**src/rtl/modmul_pipe.sv**
```systemverilog
// modmul_pipe: LANES parallel (a*b) mod Q multipliers, 3-stage Barrett pipeline with valid/ready.
// Optional macro MODMUL_PIPE_ERR_EN adds per-lane out_err flags for operands >= Q.
module modmul_pipe #(
   parameter int unsigned W     = 12,
   parameter int unsigned Q     = 3329,
   parameter int unsigned LANES = 2,
   parameter int unsigned TAG_W = 8
) (
   input  logic                 clk,
   input  logic                 rst_n,
   input  logic                 in_valid,
   output logic                 in_ready,
   input  logic [LANES*W-1:0]   in_a,
   input  logic [LANES*W-1:0]   in_b,
   input  logic [TAG_W-1:0]     in_tag,
   output logic                 out_valid,
   input  logic                 out_ready,
   output logic [LANES*W-1:0]   out_c,
   output logic [TAG_W-1:0]     out_tag,
   output logic [LANES-1:0]     out_err
);
   // Remainder after the quotient estimate is < 2Q < 2^(W+1), so W+2 bits suffice mod 2^(W+2).
   localparam int unsigned    RW     = W + 2;
   localparam logic [2*W:0]   POW2   = {1'b1, {(2*W){1'b0}}};
   localparam logic [2*W:0]   M_FULL = POW2 / (2*W+1)'(Q);
   localparam logic [2*W-1:0] BAR_M  = M_FULL[2*W-1:0];
   localparam logic [RW-1:0]  Q_R    = RW'(Q);

   logic              w_adv;
   logic              r_v1, r_v2, r_v3;
   logic [TAG_W-1:0]  r_t1, r_t2, r_t3;
   logic [2*W-1:0]    r_p   [LANES];
   logic [RW-1:0]     r_q   [LANES];
   logic [RW-1:0]     r_plo [LANES];
   logic [W-1:0]      r_c   [LANES];
   logic [RW-1:0]     w_q   [LANES];
   logic [RW-1:0]     w_r   [LANES];
   logic [RW-1:0]     w_r1  [LANES];
   logic [W-1:0]      w_c   [LANES];

   assign w_adv     = !r_v3 || out_ready;
   assign in_ready  = w_adv;
   assign out_valid = r_v3;
   assign out_tag   = r_t3;

   always_comb begin
      out_c = '0;
      for (int unsigned i = 0; i < LANES; i++) begin
         w_q[i]  = RW'(((4*W)'(r_p[i]) * (4*W)'(BAR_M)) >> (2*W));
         w_r[i]  = r_plo[i] - r_q[i] * Q_R;
         w_r1[i] = (w_r[i] >= Q_R) ? w_r[i] - Q_R : w_r[i];
         w_c[i]  = W'((w_r1[i] >= Q_R) ? w_r1[i] - Q_R : w_r1[i]);
         out_c[i*W +: W] = r_c[i];
      end
   end

   always_ff @(posedge clk or negedge rst_n) begin
      if (!rst_n) begin
         r_v1 <= 1'b0;
         r_v2 <= 1'b0;
         r_v3 <= 1'b0;
         r_t1 <= '0;
         r_t2 <= '0;
         r_t3 <= '0;
         for (int unsigned i = 0; i < LANES; i++) begin
            r_p[i]   <= '0;
            r_q[i]   <= '0;
            r_plo[i] <= '0;
            r_c[i]   <= '0;
         end
      end else if (w_adv) begin
         r_v1 <= in_valid;
         r_v2 <= r_v1;
         r_v3 <= r_v2;
         r_t1 <= in_tag;
         r_t2 <= r_t1;
         r_t3 <= r_t2;
         for (int unsigned i = 0; i < LANES; i++) begin
            r_p[i]   <= (2*W)'(in_a[i*W +: W]) * (2*W)'(in_b[i*W +: W]);
            r_q[i]   <= w_q[i];
            r_plo[i] <= r_p[i][RW-1:0];
            r_c[i]   <= w_c[i];
         end
      end
   end

`ifdef MODMUL_PIPE_ERR_EN
   logic [LANES-1:0] w_e, r_e1, r_e2, r_e3;

   always_comb begin
      w_e = '0;
      for (int unsigned i = 0; i < LANES; i++)
         w_e[i] = (in_a[i*W +: W] >= W'(Q)) || (in_b[i*W +: W] >= W'(Q));
   end

   always_ff @(posedge clk or negedge rst_n) begin
      if (!rst_n) begin
         r_e1 <= '0;
         r_e2 <= '0;
         r_e3 <= '0;
      end else if (w_adv) begin
         r_e1 <= w_e;
         r_e2 <= r_e1;
         r_e3 <= r_e2;
      end
   end

   assign out_err = r_e3;
`else
   assign out_err = '0;
`endif

endmodule
```
**config.mk**
```make
export PLATFORM = sky130hd
export DESIGN_NAME = modmul_pipe
export DESIGN_NICKNAME = d
export VERILOG_FILES = /design/src/rtl/modmul_pipe.sv
export SDC_FILE = /design/constraint.sdc
export NUM_CORES = 2
export LEC_CHECK = 0
export ABC_AREA = 1
export CAP_MARGIN = 25
export CORE_MARGIN = 3
export CORE_UTILIZATION = 55
export DETAILED_ROUTE_END_ITERATION = 10
export PLACE_DENSITY = 0.75
export SLEW_MARGIN = 25
export SYNTH_ARGS = -nofsm -noshare
export SYNTH_HDL_FRONTEND = slang
export SYNTH_SLANG_ARGS = --single-unit
```
**constraint.sdc**
```tcl
create_clock -name clk -period 5.3 [get_ports clk]
set_input_delay 0.53 -clock clk [delete_from_list [all_inputs] [get_ports clk]]
set_output_delay 0.53 -clock clk [all_outputs]
set_load 0.02 [all_outputs]
```
# Word level (Yosys, flattened, before mapping)

Index checks and enable logic that the tools add are counted.

Add/sub/neg operators: 6
Multiply operators: 6
Magnitude comparators: 4
Mux-type cells: 4
Reductions and logical operators: 2

Operators by type and width:

| kind                                                   | number |
|---|---|
| multiplier 24 x 13 -> 37 bit (second input constant)   | 2 |
| >= comparator 14 x 12 -> 1 bit (second input constant) | 4 |
| multiplier 12 x 12 -> 24 bit                           | 2 |
| multiplier 13 x 12 -> 14 bit (second input constant)   | 2 |
| 2-to-1 mux 14 bit                                      | 2 |
| subtractor 14 x 12 -> 14 bit (second input constant)   | 2 |
| subtractor 14 bit                                      | 2 |
| 2-to-1 mux 12 bit                                      | 2 |
| subtractor 12 bit (second input constant)              | 2 |
| zero test 1 bit                                        | 1 |
| logical OR 1 bit                                       | 1 |

Flip-flop bits (word level): 153
Input bits: 60
Output and inout port bits: 36
Logic and storage cells: 36

# Logic depth before layout (Yosys ltp)

Depth after elaboration: 6
Gate-level depth with buffers: 38
Gate-level depth less buffers: 36

# Worst setup path before layout

OpenSTA, ideal clock, no wires.

Path type: input -> register
From: input port in_b[15]
To: register r_p[23] in the netlist's numbering
Library setup time: 0.134 ns
Arrival: 5.394 ns
Required time: 5.166 ns
Slack: -0.228 ns
Stages: 25
Buffers on the path: 1
Cells stage by stage: clkbuf_1 -> nand2_1 -> fa_1 -> inv_1 -> fa_1 -> inv_1 -> fa_1 -> inv_1 -> fa_1 -> fa_1 -> ha_1 -> a21oi_1 -> inv_1 -> a31oi_1 -> a21boi_0 -> o31ai_1 -> a21boi_0 -> o21ai_0 -> nand2_1 -> inv_1 -> nor2_1 -> nor2_1 -> nor2_1 -> xnor2_1 -> o21ai_0

Cells in the longest elaborated chain, start to end: 1

RTL lines:

| element                       | RTL line | source |
|---|---|---|
| start, declared               | 14       | `input logic [LANES*W-1:0] in_b,` |
| multiplier 12 x 12 -> 24 bit  | 79       | `r_p[i] <= (2*W)'(in_a[i*W +: W]) * (2*W)'(in_b[i*W +: W]);` |
| end signal, assigned by index | 79       |  |
| end, declared                 | 32       | `logic [2*W-1:0] r_p [LANES];` |

Every way passes these cells.
A chain may end at the register's enable or synchronous reset.

# Worst setup path after layout

From: register r_p[33] in the netlist's numbering
To: register r_q[26] in the netlist's numbering

Cells in the longest elaborated chain, start to end: 1

RTL lines:

| element                       | RTL line | source |
|---|---|---|
| multiplier 24 x 13 -> 37 bit  | 49       | `w_q[i] = RW'(((4*W)'(r_p[i]) * (4*W)'(BAR_M)) >> (2*W));` |
| end signal, assigned by index | 80       | `r_q[i] <= w_q[i];` |
| end, declared                 | 33       | `logic [RW-1:0] r_q [LANES];` |

Every way passes these cells.

==> reports/results.md <==
| Result | This run | Unit |
| --- | --- | --- |
| Top-Level Pins | 96 | - |
| Worst reg2reg endpoint | r_q[26]$_DFFE_PN0P_ | - |
| HPWL Detailed | 57.56 | mm |
| Ordered list of cells on the worst path | buf_4 > buf_4 > fa_1 > fa_1 > inv_1 > fa_1 > inv_1 > fa_1 > fa_1 > ha_1 > a21oi_2 > o211ai_1 > a21oi_2 > nand2_2 > a21oi_4 > o21ai_2 > nand3_2 > nand2_2 > nand2_1 > nand2_1 > or2_2 > nand3_2 > nand2_1 | - |
| RD Place Congestion | 0.9060 | - |
| Netlist Area Pre-Place | 30880 | sq um |
| End-of-flow core utilization | 67.89 | % |
| Die area | 59030 | sq um |
| Cell row count | 86 | - |
| Global routing met2 resource utilization | 41.83 | % |
| Hold slack final | 0.02767 | ns |
| CP Capture Type | register | - |
| Vias in the first global route | 25.67k | - |
| Max-slew violations | 0 | - |
| DIE HEIGHT | 243.0 | microns |
| Buffers plus inverters on the worst setup path | 4 | - |
| DIE WIDTH | 243.0 | microns |
| Yosys cell types | 52 | - |
| Most instantiated flip-flop cell in the synthesis netlist | dfrtp_1 | - |
| Maximum capacitance violations | 0 | - |
| Area growth, synth to finish | 21.58 | % |
| Met1 Resource Use GR | 31.47 | % |
| Relative slew margins | 46.23 | % |
| Most area-hungry cell type in the Yosys netlist | fa_1 | - |
| Startpoint type of the worst setup path | register | - |
| Clock buffers created by TritonCTS | 17 | - |
| Clk Latency, worst-skew pair | 0.49 | ns |
| Top cells by area, synth | fa_1, ha_1, dfrtp_1, nand2_1, inv_1 | - |
| Gate Count Post-Synth | 3777 | - |
| Slowest CP cell | fa_1 | - |
| Starting DRC count in detailed routing | 1205 | - |
| TritonCTS clock tree | built | - |
| Total of buffers placed on input and output ports | 93 | - |
| Antenna violations before repair | 1 | - |
| Total count of hold-check failures in the final report | 0 | - |
| Total setup violations reported at the end of the flow | 0 | - |
| Post-CTS clock slew at the launch and capture registers of the worst setup and hold paths | 0.07 | ns |
| Maximum buffer depth of the clock tree | 2 | - |
| Worst path top cell family by delay | adder cells | - |
| Overall track demand over capacity in global routing | 23.89 | % |
| GR peak layer | met2 | - |
| H-tree levels | 4 | - |
| Type of the worst setup path | register to register | - |
| Biggest cell delay along the critical path | 0.55 | ns |
| Critical Path Fanout Max | 4 | - |
| Synth warnings | 0 | - |
| Most used cell, CP | fa_1 | - |
| Clock period minus worst slack | 5.262 | ns |
| Per-cell via count in the routed design | 5.038 | - |
| Worst min path class | primary input to asynchronous set/reset pin | - |
| Count of flip-flops with a built-in enable after synthesis | 0 | - |
| Standard cell core area | 55310 | sq um |
| Cells on worst reg2reg path | 23 | - |
| Critical path required time | 5.68 | ns |
| Final net count | 5212 | - |
| Worst reg2reg path startpoint | r_p[33]$_DFFE_PN0P_ | - |
| Via Count | 25.12k | - |
| Wire length reported by the detailed router | 70.08 | mm |
| Number of sinks handled by clock tree synthesis | 153 | - |
| Slack of the worst reg-to-reg path | 0.04 | ns |
| CTS Root Buffer Type | clkbuf_16 | - |
| GRT met3 Usage | 3.016 | % |
| Share of post-route cells with drive strength above 1 | 18.40 | % |
| Post-synth ARST share | 100.0 | % |
| Data arrival time at the worst-slack endpoint | 5.64 | ns |
| Average detailed-routed wire length per instance | 14.05 | microns |
| RSZ-0062 raised after global routing | yes | - |
| GRT overflow | 0 | - |
| Outcome | completed | - |
| Number of storage elements in the synthesis netlist | 153 | - |
| 1st-pass router iterations | 5 | - |
| Count of nets left with antenna violations after detail routing | 0 | - |
| DRC viols | 0 | - |
| Global-route wire length before repair | 117.8 | mm |
| Worst clock skew | 0.01444 | ns |
| Final worst-path cycle share | 99.28 | % |
| Initial core utilization | 55.84 | % |
| Share of the synthesized area in the top cell type | 30.60 | % |
| Share of the yosys chip area belonging to registers | 12.40 | % |
| Maximum number of pins on one net before global-route repair | 71 | - |
| Avg Synthesized Cell Area | 8.176 | sq um |
| Transition time at the pin with the least slew margin | 0.8066 | ns |
| Maximum clock rate | 190.1 | MHz |
| Diode count | 0 | - |
==> layout make-up <==
type / instances / area, sq um
clock inverters: 12 / 165.2
inverters: 881 / 3309
fillers: 4390 / 17760
repair buffers: 519 / 4302
flip-flops and latches: 153 / 3857
clock buffers: 19 / 442.9
multi-input cells: 2654 / 24530
well taps: 748 / 935.9
==> worst max-delay path by stage <==
stage                   startpoint                    to  slack, ns  depth (start not counted)
2_1_floorplan             in_b[15]   r_p[23]$_DFFE_PN0P_       0.01                         25
3_3_place_gp              in_b[15]   r_p[23]$_DFFE_PN0P_      -0.65                         25
3_5_place_dp              in_b[15]   r_p[23]$_DFFE_PN0P_      -0.70                         25
4_1_cts        r_p[32]$_DFFE_PN0P_   r_q[26]$_DFFE_PN0P_      -0.05                         23
5_1_grt        r_q[14]$_DFFE_PN0P_  out_c[8]$_DFFE_PN0P_      -0.18                         33
6_report       r_p[33]$_DFFE_PN0P_   r_q[26]$_DFFE_PN0P_       0.04                         23
==> state kept, by name (all words and copies together) (netlist names) <==
| register | cells |
|---|---|
| r_v1 | 1 |
| r_p | 48 |
| out_c | 24 |
| r_v2 | 1 |
| r_q | 26 |
| r_t1 | 8 |
| out_valid | 1 |
| r_t2 | 8 |
| r_plo | 28 |
| out_tag | 8 |
==> cell families after synthesis <==
logic type               Yosys count  share of synthesized area (%)
AO/OA/AOI/OAI                    349                          6.300
XOR/XNOR                          87                          2.540
adder cells (fa/ha/maj)          926                          48.99
buffers and inverters            973                          12.01
flip-flops                       153                          12.40
other                              1                        0.01214
AND/OR/NAND/NOR                 1288                          17.75
==> routing by layer <==
metal  part of all wire, %  wire length (microns)
met1                    45                  31250
met2                    50                  35250
met3                   3.3                   2341
met4                   1.8                   1233
met5                     0                      0
==> synthesized netlist by cell type, drive strengths merged (4+ instances only) <==
cell type,count
a21oi,126
nand3b,7
o21ai,154
o21bai,9
o21a,4
nand4,51
nor3b,4
buf,13
o31ai,9
a21boi,5
a31oi,18
inv,881
dfrtp,153
nor3,16
xnor2,36
fa,472
nor4,4
xor2,51
nand3,122
or2,10
o211ai,7
ha,454
nor2,140
nand2,933
clkbuf,79
o221ai,8
==> worst reg2reg max path, cell delays in order (launching register included) <==
cell,delay (ns)
dfrtp_2,0.44
buf_4,0.15
buf_4,0.15
fa_1,0.45
fa_1,0.53
inv_1,0.06
fa_1,0.50
inv_1,0.06
fa_1,0.55
fa_1,0.41
ha_1,0.35
a21oi_2,0.20
o211ai_1,0.13
a21oi_2,0.19
nand2_2,0.10
a21oi_4,0.18
o21ai_2,0.08
nand3_2,0.07
nand2_2,0.05
nand2_1,0.06
nand2_1,0.05
or2_2,0.28
nand3_2,0.08
nand2_1,0.05
==> layout by cell type (no fill, tap or decap), types with 6 or more instances in the layout <==
cell type | netlist | layout
buf_4 | 2 | 403
a21oi_1 | 121 | 96
clkbuf_16 | 0 | 19
nand2_1 | 899 | 844
nor2_4 | 4 | 19
fa_1 | 472 | 457
nand3_1 | 118 | 101
clkbuf_2 | 0 | 7
o31ai_1 | 9 | 8
nor3_1 | 16 | 11
inv_1 | 871 | 861
or2_2 | 10 | 10
a31oi_1 | 18 | 17
a21oi_4 | 1 | 6
nand4_1 | 49 | 49
o211ai_1 | 7 | 7
dlymetal6s2s_1 | 0 | 27
ha_4 | 0 | 27
inv_2 | 10 | 19
nor2_1 | 123 | 105
nand2_4 | 7 | 20
o21ai_2 | 2 | 10
dfrtp_2 | 0 | 23
nand2_2 | 26 | 68
clkdlybuf4s50_1 | 0 | 55
o221ai_1 | 8 | 8
dfrtp_1 | 153 | 130
fa_2 | 0 | 15
xnor2_1 | 35 | 33
buf_6 | 4 | 19
o21bai_1 | 9 | 9
nor2_2 | 12 | 15
nand3_2 | 3 | 20
xor2_1 | 49 | 44
nand3b_1 | 7 | 7
o21ai_1 | 13 | 20
a21oi_2 | 4 | 24
ha_1 | 454 | 423
o21ai_0 | 139 | 122
==> metrics by stage <==
step	instances	TNS (ns)	worst slack, ns	area (sq um)
floorplan	3778	0	0.01138	30910
global placement	4894	-5.810	-0.6547	35130
detailed placement	4895	-8.589	-0.6999	35150
CTS	4929	-0.04790	-0.04790	35820
global route	4986	-2.772	-0.1757	37550
finish	4986	0	0.03836	37550
==> timing repair <==
| action | CTS | global route |
|---|---|---|
| gates cloned | 1 | 6 |
| hold buffers | 0 | 0 |
| setup endpoints to repair | 27 | 57 |
| setup buffers | 2 | 51 |
| pin swaps | 5 | 144 |
| gates resized for setup | 26 | 329 |
Power is left out: the tool's default activity adds up to more than one toggle a clock period on the data nets, which glitch-free logic cannot reach.
